<file path="config.mk">
export PLATFORM = sky130hd
export DESIGN_NAME = cpu_controller
export DESIGN_NICKNAME = d
export VERILOG_FILES = /design/src/rtl/cpu_ctrl_pkg.sv /design/src/rtl/cpu_controller_cond_eval.sv /design/src/rtl/cpu_controller.sv
export SDC_FILE = /design/constraint.sdc
export NUM_CORES = 1
export LEC_CHECK = 0
export BUFFER_PORTS_ARGS = -buffer_cell sky130_fd_sc_hd__buf_2
export CAP_MARGIN = 20
export CORE_UTILIZATION = 48
export DETAILED_ROUTE_END_ITERATION = 8
export PLACE_DENSITY_LB_ADDON = 0.12
export SLEW_MARGIN = 40
export SYNTH_ARGS = -nofsm -noshare
export SYNTH_HDL_FRONTEND = slang
export SYNTH_SLANG_ARGS = --single-unit
</file>
<file path="constraint.sdc">
create_clock -name clk -period 4.65 [get_ports clk]
set_clock_uncertainty 0.05 [all_clocks]
set_input_delay 0.6975 -clock clk [delete_from_list [all_inputs] [get_ports clk]]
set_output_delay 0.6975 -clock clk [all_outputs]
set_load 0.02 [all_outputs]
</file>
<file path="src/rtl/cpu_ctrl_pkg.sv">
// Shared encodings for the CR16-style multi-cycle controller:
// states, opcode/ext fields, datapath selects and condition codes.
package cpu_ctrl_pkg;

  typedef enum logic [2:0] {
    S_FETCH  = 3'd0,
    S_DECODE = 3'd1,
    S_EXEC   = 3'd2,
    S_MEM    = 3'd3,
    S_WB     = 3'd4,
    S_STORE  = 3'd5,
    S_BRANCH = 3'd6,
    S_HALT   = 3'd7
  } state_t;

  typedef enum logic [2:0] {
    K_ALU, K_SHIFT, K_LUI, K_LOAD,
    K_STOR, K_JCOND, K_BCOND, K_ILL
  } kind_t;

  localparam logic [3:0] OP_REG    = 4'b0000;
  localparam logic [3:0] FN_AND    = 4'b0001;
  localparam logic [3:0] FN_OR     = 4'b0010;
  localparam logic [3:0] FN_XOR    = 4'b0011;
  localparam logic [3:0] FN_ADD    = 4'b0101;
  localparam logic [3:0] FN_SUB    = 4'b1001;
  localparam logic [3:0] FN_CMP    = 4'b1011;
  localparam logic [3:0] FN_MOV    = 4'b1101;
  localparam logic [3:0] OP_LUI    = 4'b1111;
  localparam logic [3:0] OP_SHIFT  = 4'b1000;
  localparam logic [3:0] OP_LDST   = 4'b0100;
  localparam logic [3:0] OP_BCOND  = 4'b1100;
  localparam logic [3:0] EXT_LOAD  = 4'b0000;
  localparam logic [3:0] EXT_STOR  = 4'b0100;
  localparam logic [3:0] EXT_JCOND = 4'b1100;
  localparam logic [3:0] EXT_LSH   = 4'b0100;

  localparam logic [3:0] ALU_NOP = 4'd0;
  localparam logic [3:0] ALU_AND = 4'd1;
  localparam logic [3:0] ALU_OR  = 4'd2;
  localparam logic [3:0] ALU_XOR = 4'd3;
  localparam logic [3:0] ALU_ADD = 4'd5;
  localparam logic [3:0] ALU_SUB = 4'd9;
  localparam logic [3:0] ALU_CMP = 4'd11;
  localparam logic [3:0] ALU_MOV = 4'd13;

  localparam logic [1:0] WB_ALU = 2'b00;
  localparam logic [1:0] WB_SHF = 2'b01;
  localparam logic [1:0] WB_MEM = 2'b10;
  localparam logic [1:0] WB_LUI = 2'b11;

  localparam logic [1:0] PC_INC  = 2'b00;
  localparam logic [1:0] PC_DISP = 2'b01;
  localparam logic [1:0] PC_REG  = 2'b10;

  localparam logic [3:0] CC_EQ = 4'd0;
  localparam logic [3:0] CC_NE = 4'd1;
  localparam logic [3:0] CC_CS = 4'd2;
  localparam logic [3:0] CC_CC = 4'd3;
  localparam logic [3:0] CC_HI = 4'd4;
  localparam logic [3:0] CC_LS = 4'd5;
  localparam logic [3:0] CC_GT = 4'd6;
  localparam logic [3:0] CC_LE = 4'd7;
  localparam logic [3:0] CC_FS = 4'd8;
  localparam logic [3:0] CC_FC = 4'd9;
  localparam logic [3:0] CC_LO = 4'd10;
  localparam logic [3:0] CC_HS = 4'd11;
  localparam logic [3:0] CC_LT = 4'd12;
  localparam logic [3:0] CC_GE = 4'd13;
  localparam logic [3:0] CC_UC = 4'd14;
  localparam logic [3:0] CC_NV = 4'd15;

  function automatic logic is_alu_fn(input logic [3:0] fn);
    return fn inside {FN_AND, FN_OR, FN_XOR, FN_ADD,
                      FN_SUB, FN_CMP, FN_MOV};
  endfunction

  function automatic logic is_arith(input logic [3:0] fn);
    return fn inside {FN_ADD, FN_SUB, FN_CMP};
  endfunction

  function automatic logic [3:0] alu_code(input logic [3:0] fn);
    logic [3:0] c;
    c = ALU_NOP;
    case (fn)
      FN_AND:  c = ALU_AND;
      FN_OR:   c = ALU_OR;
      FN_XOR:  c = ALU_XOR;
      FN_ADD:  c = ALU_ADD;
      FN_SUB:  c = ALU_SUB;
      FN_CMP:  c = ALU_CMP;
      FN_MOV:  c = ALU_MOV;
      default: c = ALU_NOP;
    endcase
    return c;
  endfunction

  function automatic kind_t decode_kind(input logic [15:0] ir);
    logic [3:0] op;
    logic [3:0] ext;
    kind_t k;
    op  = ir[15:12];
    ext = ir[7:4];
    k   = K_ILL;
    case (op)
      OP_REG:   if (is_alu_fn(ext)) k = K_ALU;
      OP_LUI:   k = K_LUI;
      OP_BCOND: k = K_BCOND;
      OP_SHIFT:
        if (ext == EXT_LSH || ext[3:1] == 3'b000) k = K_SHIFT;
      OP_LDST:
        case (ext)
          EXT_LOAD:  k = K_LOAD;
          EXT_STOR:  k = K_STOR;
          EXT_JCOND: k = K_JCOND;
          default:   k = K_ILL;
        endcase
      default:  if (is_alu_fn(op)) k = K_ALU;
    endcase
    return k;
  endfunction

endpackage

</file>
<file path="src/rtl/cpu_controller_cond_eval.sv">
// CR16 branch condition evaluator: (cond, {C,L,F,Z,N}) -> take.
// Purely combinational.
import cpu_ctrl_pkg::*;

module cond_eval (
  input  logic [3:0] i_cond,
  input  logic [4:0] i_flags,
  output logic       o_take
);

  logic w_c, w_l, w_f, w_z, w_n;

  assign {w_c, w_l, w_f, w_z, w_n} = i_flags;

  always_comb begin
    o_take = 1'b0;
    case (i_cond)
      CC_EQ:   o_take = w_z;
      CC_NE:   o_take = !w_z;
      CC_CS:   o_take = w_c;
      CC_CC:   o_take = !w_c;
      CC_HI:   o_take = w_l;
      CC_LS:   o_take = !w_l;
      CC_GT:   o_take = w_n;
      CC_LE:   o_take = !w_n;
      CC_FS:   o_take = w_f;
      CC_FC:   o_take = !w_f;
      CC_LO:   o_take = !w_l && !w_z;
      CC_HS:   o_take = w_l || w_z;
      CC_LT:   o_take = !w_n && !w_z;
      CC_GE:   o_take = w_n || w_z;
      CC_UC:   o_take = 1'b1;
      default: o_take = 1'b0;
    endcase
  end

endmodule

</file>
<file path="src/rtl/cpu_controller.sv">
// Multi-cycle control FSM for the 16-bit CR16-style datapath.
// Optional CTRL_ILLEGAL_TRAP_EN: undefined encodings halt in S_HALT.
import cpu_ctrl_pkg::*;

module cpu_controller #(
  parameter int OP_W   = 4,
  parameter int FLAG_W = 5
) (
  input  logic              clk,
  input  logic              reset,
  input  logic              run,
  input  logic [15:0]       ir,
  input  logic [FLAG_W-1:0] flags,
  output logic              ir_en,
  output logic              pc_en,
  output logic [1:0]        pc_sel,
  output logic              addr_sel,
  output logic              mem_we,
  output logic              reg_we,
  output logic [1:0]        wb_sel,
  output logic [OP_W-1:0]   alu_op,
  output logic              b_sel,
  output logic              sign_ext,
  output logic              shift_dir,
  output logic              shift_amt_sel,
  output logic              flags_we,
`ifdef CTRL_ILLEGAL_TRAP_EN
  output logic              illegal,
`endif
  output logic [2:0]        state
);

  state_t          r_state;
  state_t          w_next;
  kind_t           w_kind;
  logic            w_take;
  logic            w_imm;
  logic [OP_W-1:0] w_op;
  logic [OP_W-1:0] w_ext;
  logic [OP_W-1:0] w_fn;
  logic            w_ir_en, w_pc_en, w_mem_we;
  logic            w_reg_we, w_flags_we;
  logic            w_unused;

  assign w_op     = ir[15:12];
  assign w_ext    = ir[7:4];
  assign w_imm    = (w_op != OP_REG);
  assign w_fn     = w_imm ? w_op : w_ext;
  assign w_kind   = decode_kind(ir);
  assign w_unused = ^ir[3:0];

  cond_eval u_cond (
    .i_cond  (ir[11:8]),
    .i_flags (flags),
    .o_take  (w_take)
  );

  always_ff @(posedge clk) begin
    if (reset) r_state <= S_FETCH;
    else       r_state <= w_next;
  end

  always_comb begin
    w_next        = r_state;
    w_ir_en       = 1'b0;
    w_pc_en       = 1'b0;
    w_mem_we      = 1'b0;
    w_reg_we      = 1'b0;
    w_flags_we    = 1'b0;
    pc_sel        = PC_INC;
    addr_sel      = 1'b0;
    wb_sel        = WB_ALU;
    alu_op        = ALU_NOP;
    b_sel         = 1'b0;
    sign_ext      = 1'b0;
    shift_dir     = 1'b0;
    shift_amt_sel = 1'b0;
    unique case (r_state)
      S_FETCH: begin
        w_ir_en = run;
        if (run) w_next = S_DECODE;
      end
      S_DECODE: begin
        case (w_kind)
          K_LOAD:  w_next = S_MEM;
          K_STOR:  w_next = S_STORE;
          K_BCOND, K_JCOND: w_next = S_BRANCH;
`ifdef CTRL_ILLEGAL_TRAP_EN
          K_ILL:   w_next = S_HALT;
`endif
          default: w_next = S_EXEC;
        endcase
      end
      S_EXEC: begin
        w_pc_en = 1'b1;
        w_next  = S_FETCH;
        case (w_kind)
          K_ALU: begin
            alu_op     = alu_code(w_fn);
            b_sel      = w_imm;
            sign_ext   = w_imm &&
                         (is_arith(w_fn) || w_fn == FN_MOV);
            w_reg_we   = (w_fn != FN_CMP);
            w_flags_we = is_arith(w_fn);
          end
          K_SHIFT: begin
            wb_sel        = WB_SHF;
            w_reg_we      = 1'b1;
            shift_amt_sel = (w_ext != EXT_LSH);
            shift_dir     = (w_ext != EXT_LSH) && ir[4];
          end
          K_LUI: begin
            wb_sel   = WB_LUI;
            w_reg_we = 1'b1;
          end
          default: ;
        endcase
      end
      S_MEM: begin
        addr_sel = 1'b1;
        w_next   = S_WB;
      end
      S_WB: begin
        addr_sel = 1'b1;
        wb_sel   = WB_MEM;
        w_reg_we = 1'b1;
        w_pc_en  = 1'b1;
        w_next   = S_FETCH;
      end
      S_STORE: begin
        addr_sel = 1'b1;
        w_mem_we = 1'b1;
        w_pc_en  = 1'b1;
        w_next   = S_FETCH;
      end
      S_BRANCH: begin
        w_pc_en = 1'b1;
        w_next  = S_FETCH;
        if (w_take)
          pc_sel = (w_kind == K_BCOND) ? PC_DISP : PC_REG;
      end
      S_HALT: begin
`ifdef CTRL_ILLEGAL_TRAP_EN
        w_next = S_HALT;
`else
        w_next = S_FETCH;
`endif
      end
    endcase
  end

  // Strobes are gated so a reset landing mid-instruction commits nothing.
  assign ir_en    = w_ir_en    & ~reset;
  assign pc_en    = w_pc_en    & ~reset;
  assign mem_we   = w_mem_we   & ~reset;
  assign reg_we   = w_reg_we   & ~reset;
  assign flags_we = w_flags_we & ~reset;
  assign state    = r_state;

`ifdef CTRL_ILLEGAL_TRAP_EN
  assign illegal = (r_state == S_HALT);
`endif

endmodule

</file>
# Yosys cells after proc, flatten, opt, wreduce, memory -nomap -nowiden
# Index checks and enable logic that the tools add are counted.
[word_totals]
ff_bits = 3
in_bits = 24
out_inout_bits = 21
[op_classes]
eq_ne = 57
muxes = 34
bitwise = 6
reduce_logical = 28
[ops]
columns = ["operator", "n"]
rows = [
  ["equality test 4 bit, second input constant", 20],
  ["equality test 4 x 3 -> 1 bit, second input constant", 9],
  ["equality test 4 x 2 -> 1 bit, second input constant", 8],
  ["one-hot mux 4 bit (7 select lines)", 1],
  ["equality test 3 bit, second input constant", 7],
  ["one-hot mux 3 bit (3 select lines)", 2],
  ["equality test 4 x 1 -> 1 bit, second input constant", 4],
  ["one-hot mux 1 bit (15 select lines)", 1],
  ["one-hot mux 3 bit (5 select lines)", 1],
  ["two-way mux 1 bit", 14],
  ["nonzero test 7 bit", 2],
  ["equality test 3 x 2 -> 1 bit, second input constant", 4],
  ["zero test 4 bit", 3],
  ["two-way mux 3 bit", 4],
  ["two-way mux 4 bit", 3],
  ["one-hot mux 3 bit (4 select lines)", 1],
  ["zero test 3 bit", 3],
  ["one-hot mux 2 bit (2 select lines)", 2],
  ["equality test 3 x 1 -> 1 bit, second input constant", 2],
  ["two-way mux 2 bit", 3],
  ["bitwise AND 1 bit", 5],
  ["zero test 1 bit", 5],
  ["OR reduction 5 bit", 1],
  ["logical AND 1 bit", 4],
  ["11 further kinds", 16],
]

# Logic depth before layout (Yosys ltp)
# Gate-level depths: netlist of the first run.
[depth]
ltp_word = 9
depth_mapped = 7
ltp_nobuf = 6

# Cells and area by module
# A second synthesis of the first run with hierarchy kept.
[unflattened]
cells_unflattened = 127
hier_area_um2 = 909.6
[by_module_without_submodules]
columns = ["mod", "n_inst", "cells_each", "area_each_um2"]
rows = [
  ["cpu_controller", 1, 102, 729.4],
  ["cond_eval", 1, 25, 180.2],
]

# Worst setup path before layout of the first run
# Ideal clock, no wire load.
[synth_path]
path_type = "input -> output"
from = "input ir[13]"
to = "output alu_op[2]"
t_arrival_ns = 2.079
required_ns = 3.903
setup_slack_ns = 1.823
cell_stages = 6
cell_sequence = "buf_2 -> nor2_2 -> o2111ai_1 -> a21oi_1 -> o21ai_1 -> nor3_1"
[synth_between]
elab_chain_cells = 7
word_cells_on_any_way = 28
[synth_lines]
columns = ["item", "line_no", "source"]
rows = [
  ["start: declaration", "cpu_controller.sv:12", "input logic [15:0] ir,"],
  ["equality test 4 x 1 -> 1 bit (tied with other cells)", "cpu_ctrl_pkg.sv:74", "return fn inside {FN_AND, FN_OR, FN_XOR, FN_ADD,"],
  ["nonzero test 7 bit", "cpu_ctrl_pkg.sv:74", ""],
  ["two-way mux 3 bit", "cpu_ctrl_pkg.sv:118", "default: if (is_alu_fn(op)) k = K_ALU;"],
  ["one-hot mux 3 bit (5 select lines)", "cpu_ctrl_pkg.sv:105", "case (op)"],
  ["zero test 3 bit", "cpu_controller.sv:97", "case (w_kind)"],
  ["two-way mux 4 bit (*)", "cpu_controller.sv:97", ""],
  ["two-way mux 4 bit (*)", "cpu_controller.sv:78", "unique case (r_state)"],
  ["end: declaration", "cpu_controller.sv:21", "output logic [OP_W-1:0] alu_op,"],
]
# Mark *: on every way between the ends. The rest lies on a longest branch, timed or not.

# Worst setup path after layout of the first run
[layout_path]
from = "input ir[14]"
to = "output reg_we"
[layout_between]
elab_chain_cells = 9
word_cells_on_any_way = 25
[layout_lines]
columns = ["item", "line_no", "source"]
rows = [
  ["equality test 4 x 1 -> 1 bit (tied with other cells)", "cpu_ctrl_pkg.sv:74", ""],
  ["nonzero test 7 bit", "cpu_ctrl_pkg.sv:74", ""],
  ["two-way mux 3 bit", "cpu_ctrl_pkg.sv:118", ""],
  ["one-hot mux 3 bit (5 select lines)", "cpu_ctrl_pkg.sv:105", ""],
  ["equality test 3 x 2 -> 1 bit or equality test 3 x 1 -> 1 bit (tied branches)", "cpu_controller.sv:97", ""],
  ["OR reduction 2 bit (no source line)", "n/a", ""],
  ["one-hot mux 1 bit (2 select lines) (*)", "cpu_controller.sv:97", ""],
  ["one-hot mux 1 bit (2 select lines) (*)", "cpu_controller.sv:78", ""],
  ["bitwise AND 1 bit (*)", "cpu_controller.sv:156", "assign reg_we = w_reg_we & ~reset;"],
  ["end: declaration", "cpu_controller.sv:19", "output logic reg_we,"],
]
# Marks and branches as above.

==> results.yml, run 1 <==
outcome:
  status: "finished with violations"
  violations: "design-rule violations"
sta:
  fmax_mhz: 328
  slew_headroom_pct: 75.5
  drv_slew: 0
  fin_ws_ps: 1600
  finalSetupViolCount: 0
  post-route-period-util_pct: 65.5
  rsz0062_at_grt: "false"
  tightestPinTransition_ps: 368
  finalCriticalPeriod_ps: 3050
  fin_tns_setup_ps: 0
  finalHoldViolCount: 0
clock_tree:
  clk_pin_slew_worst_paths_ps: 40
  cts_tree: "done"
  post_cts_resized: 0
  numCtsBuffers: 3
  cts_root_buf: "clkbuf_4"
  cts_setup_buffers: 0
  htreeDepth: 1
  clockBufferDepth: 2
  insertion_delay_ps: 230
  ctsHoldBuffers: 0
  cts.sinks: 3
grt:
  grt_pass1_wl_mm: 3.93
  grt_max_degree: 21
  grt-ovfl-total: 0
  grt_usage_pct: 25.3
  grt_pass1_vias: 941
  antenna_found_initial: 0
setup_path:
  rr_worst_depth: 4
  path_delay_family: "compound AO/OA/AOI/OAI gates"
  critPathLaunchType: "input port"
  worstPathArrival_ps: 2300
  critPathMaxStageDelay_ps: 420
  cp_cell_sequence: "buf_2 > or3_1 > a2bb2oi_2 > a211oi_1 > o21ai_1 > a21oi_1 > buf_2"
  r2r_slack_ps: 3530
  worstSetupPathDepth: 7
  crit_buf_inv: 2
  r2r_start: "state[0]"
  critical-path-top-cell-by-count: "buf_2"
  crit_type: "input port to output pin"
  critPathMaxFanout: 20
  crit_slowest_cell: "or3_1"
  critPathCaptureType: "output pin"
  r2r_end: "state[2]"
  crit_required_ps: 3900
worst_hold_path:
  whs_path_depth: 2
  hold_path_class: "register to register"
  hold_end: "state[1]"
  min_from: "state[0]"
synthesis:
  ys_warn_count: 0
  syn-num-nets: 155
  synth_top_cell_by_area: "a21oi_1"
  yosys.area_share.xor_xnor_pct: 2.12
  ys_top_cells_by_area: "a21oi_1 9.1%, nor2_1 7.7%, dfxtp_1 7.3%"
  yosys-top-cells-count: "17 x nor2_1, 15 x a21oi_1, 13 x nand2_1"
  synth_top_area_share_pct: 9.09
  netlist_instances: 131
  synth_fa_ha_area_share_pct: 0
  synth_top_family_by_area: "simple AND/OR/NAND/NOR gates"
  ys_seq_area_share_pct: 7.27
  async_flop_share_pct: 0
  synthSimpleGateAreaFrac_pct: 40.5
  synth_edf_count: 0
  yosys.cell_types.count: 47
  synth-compound-area-share_pct: 37.1
  avgSynthCellArea_um2: 6.30
  muxShareOfSynthArea_pct: 5.00
  ys_ff_latch: 3
  synth_ff_type: "dfxtp_1"
  synth_most_common_cell: "nor2_1"
  synth_area_um2: 826
final_layout:
  largest_reg_flops: 3
  nets: 193
  drive_above_1_share_pct: 31.0
  diodes: 0
  final_cell_count_no_fill: 184
  area_growth_pct: 25.0
placed_design:
  pre_cts_slack_ps: 1620
  routabilityCongestion: 0.875
  hpwl_mm: 1.77
  io_buffers: 40
  placedCellCount: 180
die:
  rows: 14
  ios: 45
  core_area_um2: 1560
  die_w_um: 43.5
  start_util_pct: 53.0
  die-area_um2: 1890
  die_h_um: 43.5
drt:
  vias: 1088
  drt_iter0_drc: 30
  ant_nets: 0
  wire_per_inst_um: 12.2
  drc: 4
  drt_pass1_iterations: 6
  routed_wl_mm: 2.24
  viasPerCell: 5.91
power_and_ir_drop:
  p_leak_nw: 0.504
  p_total_uw: 144
  cellPowerDensity_nw_per_um2: 139
  vdd_ir_drop_max_mv: 0.122
flow_run:
  maxCapViolations: 0
==> report_power, final <==
part | total [mW] | internal, mW | switching (mW)
combinational | 0.0695 | 0.0278 | 0.0416
sequential | 0.0292 | 0.0270 | 0.00226
clock | 0.0452 | 0.0321 | 0.0130
total | 0.144 | 0.0869 | 0.0569
==> layout make-up <==
cell class	instances	area (µm²)
sequential	3	60.1
multi-input combinational	114	699
fill	170	527
timing repair buffer	40	200
clock buffer	4	26.3
inverter	7	26.3
tap	16	20.0
==> per-stage QoR <==
stage,utilization [%],hold WS [ps],area (µm²)
global placement,64.5,489,1010
CTS,66.2,501,1030
finish,66.2,499,1030
global route,66.2,542,1030
detailed placement,64.5,493,1010
floorplan,-,524,826
==> metal layers <==
metal  global-route usage, %  share of wire, %  wire [µm]  up-vias
li1                        -                 -          -      563
met1                    37.1                48       1080      492
met2                    42.4                48       1070       33
met3                       0               4.1         93        0
met4                    3.75                 0          0        0
met5                       0                 0          0        -
==> tightest hold or removal path, delay by kind of cell, from the launching register on <==
family | cells | cell delay [ps]
flip-flops | 1 | 380
AO/OA/AOI/OAI | 1 | 30
AND/OR/NAND/NOR | 1 | 90
==> worst max-delay path by stage <==
| stage | start | endpoint |
|---|---|---|
| 2_1_floorplan | ir[13] | alu_op[2] |
| 3_3_place_gp | ir[14] | reg_we |
| 3_5_place_dp | ir[14] | reg_we |
| 4_1_cts | ir[14] | reg_we |
| 5_1_grt | ir[15] | reg_we |
| 6_report | ir[14] | reg_we |
==> placed cells by master, fill, tap and decap left out, drive strengths merged, types with 2 or more instances in the layout <==
master,netlist,routed
a211oi,3,3
a21oi,15,15
a31oi,2,2
and3b,2,2
buf,5,40
clkbuf,2,4
dfxtp,3,3
inv,7,7
mux2i,3,3
nand2,13,13
nand2b,6,6
nand3,3,3
nand4,3,3
nor2,18,18
nor2b,3,3
nor3,3,3
nor4b,2,2
o2111ai,2,2
o21a,2,2
o21ai,10,10
o22ai,2,2
or3,2,2
xnor2,2,2
==> cell families after synthesis <==
| kind of cell | count (synthesis) |
|---|---|
| DFF | 3 |
| muxes | 4 |
| buffers and inverters | 14 |
| AOI/OAI and AO/OA | 46 |
| and+or+nand+nor | 62 |
| xor gates and xnor gates | 2 |
(Power assumes the default switching activity.)
==> inputs of run 2 (changes only) <==
--- a/config.mk
+++ b/config.mk
@@ -7,7 +7,7 @@
 export LEC_CHECK = 0
 export BUFFER_PORTS_ARGS = -buffer_cell sky130_fd_sc_hd__buf_2
 export CAP_MARGIN = 20
-export CORE_UTILIZATION = 48
+export CORE_UTILIZATION = 44
 export DETAILED_ROUTE_END_ITERATION = 8
 export PLACE_DENSITY_LB_ADDON = 0.12
 export SLEW_MARGIN = 40
==> constraint.sdc (replaced) <==
create_clock -name clk -period 2.82 [get_ports clk]
set_clock_uncertainty 0.05 [all_clocks]
set_input_delay 0.423 -clock clk [delete_from_list [all_inputs] [get_ports clk]]
set_output_delay 0.423 -clock clk [all_outputs]
set_load 0.02 [all_outputs]
==> run 2 against run 1 <==
The flow now finishes without violations. Sequential share of layout area decreased by 0.10 points. Hold slack worse by 77 ps. Flip-flop and latch count unchanged. Global-route usage shrank 0.46 points. Final cell count is 5.4% higher. Via count rose by 2.2%. Die area up 8.7%. Core utilization is 6.0 points lower. Combinational power grew 67%. Highest routed layer is now met4. Power grew 68%.
==> results.yml, run 2 (synthesized netlist as in run 1, its figures left out) <==
setup_path:
  r2r_slack_ps: 1690
  path_delay_family: "compound AO/OA/AOI/OAI gates"
  crit_type: "input port to output pin"
  cp_cell_sequence: "buf_2 > or3_1 > a2bb2oi_2 > a211oi_1 > o21ai_1 > a21oi_1 > buf_2"
  crit_required_ps: 2350
  critPathCaptureType: "output pin"
  worstSetupPathDepth: 7
  critPathMaxFanout: 20
  critPathMaxStageDelay_ps: 420
  crit_slowest_cell: "or3_1"
  rr_worst_depth: 4
  worstPathArrival_ps: 2040
  critPathLaunchType: "input port"
  crit_buf_inv: 2
  critical-path-top-cell-by-count: "buf_2"
grt:
  grt_max_degree: 21
  grt_pass1_wl_mm: 3.93
  grt_pass1_vias: 961
  grt-ovfl-total: 0
  grt_usage_pct: 24.8
  antenna_found_initial: 0
clock_tree:
  cts_root_buf: "clkbuf_4"
  cts.sinks: 3
  clk_pin_slew_worst_paths_ps: 40
  ctsHoldBuffers: 0
  post_cts_resized: 0
  clockBufferDepth: 2
  numCtsBuffers: 3
  cts_setup_buffers: 0
  cts_tree: "done"
  insertion_delay_ps: 230
  htreeDepth: 1
final_layout:
  final-seq-area_um2: 60.1
  nets: 194
  stdcell_area_um2: 1050
  area_growth_pct: 27.3
  diodes: 0
  final_common_cell: "buf_2"
  fill_cells: 196
  multiInputGateArea_um2: 699
  drive_above_1_share_pct: 31.4
  final_cell_mix: "40 x buf_2, 17 x nor2_1, 15 x a21oi_1"
  largest_reg_flops: 3
sta:
  finalSetupViolCount: 0
  post-route-period-util_pct: 89.1
  finalHoldViolCount: 0
  rsz0062_at_grt: "false"
  tightestPinTransition_ps: 349
  drv_slew: 0
  fin_tns_setup_ps: 0
  slew_headroom_pct: 76.6
  fmax_mhz: 398
  finalCriticalPeriod_ps: 2510
worst_hold_path:
  whs_path_depth: 3
  hold_path_class: "input port to register"
die:
  rows: 15
  die_w_um: 45.3
  core_area_um2: 1750
  ios: 45
  die-area_um2: 2050
  start_util_pct: 47.3
  die_h_um: 45.3
drt:
  drt_iter0_drc: 20
  viasPerCell: 5.73
  drc: 0
  ant_nets: 0
  vias: 1112
  wire_per_inst_um: 12.0
  routed_wl_mm: 2.33
  drt_pass1_iterations: 6
placed_design:
  routabilityCongestion: 0.835
  dpl-instance-area_um2: 1020
  hpwl_mm: 1.83
  io_buffers: 40
flow_run:
  maxCapViolations: 0
power_and_ir_drop:
  vdd_ir_drop_max_mv: 0.180
  p_leak_nw: 0.509
  p_total_uw: 241
  cellPowerDensity_nw_per_um2: 229
outcome:
  status: "finished, final reports clean"
[run 2: changes by cell type in the layout (fill, tap and decap cells not counted), sizes merged]
cell,delta
buf,+1
[run 2: path summary, 6_finish.rpt]
check	from	endpoint
setup reg to reg	state[0]	state[2]
hold reg to reg	state[0]	state[1]
setup / recovery	ir[14]	reg_we
hold / removal	run	state[0]
[run 2: final cells by class]
class	count	share of cell area, %
timing repair buffer	41	19.8
tap	25	2.98
clock buffer	4	2.50
inverter	7	2.50
multi-input combinational	114	66.5
sequential	3	5.71
[run 2: worst reg2reg max path, delay by kind of cell, from the launching register on]
kind	cells	cell delay, ps
flops	1	480
simple gates	3	320
compound gates	1	210
[run 2: metrics by stage]
stage	worst slack (ps)	hold WS (ps)	std cells	utilization, %
after floorplan	542	524	131	-
after global placement	362	490	190	58.7
after detailed placement	325	486	190	58.7
after CTS	314	418	194	60.2
after global routing	200	454	194	60.2
final	309	422	194	60.2
[run 2: power breakdown]
group          internal [mW]  switching, mW  leakage (nW)
combinational         0.0468         0.0695         0.470
sequential            0.0445        0.00388        0.0245
clock                 0.0531         0.0235        0.0150
[run 2: routing by layer]
layer / global-route usage [%] / up-vias / wire [µm]
met1: 35.3 / 509 / 1090
met3: 1.60 / 2 / 94
met4: 7.88 / 0 / 19
met2: 39.4 / 36 / 1130
li1: - / 565 / -
met5: 0 / - / 0
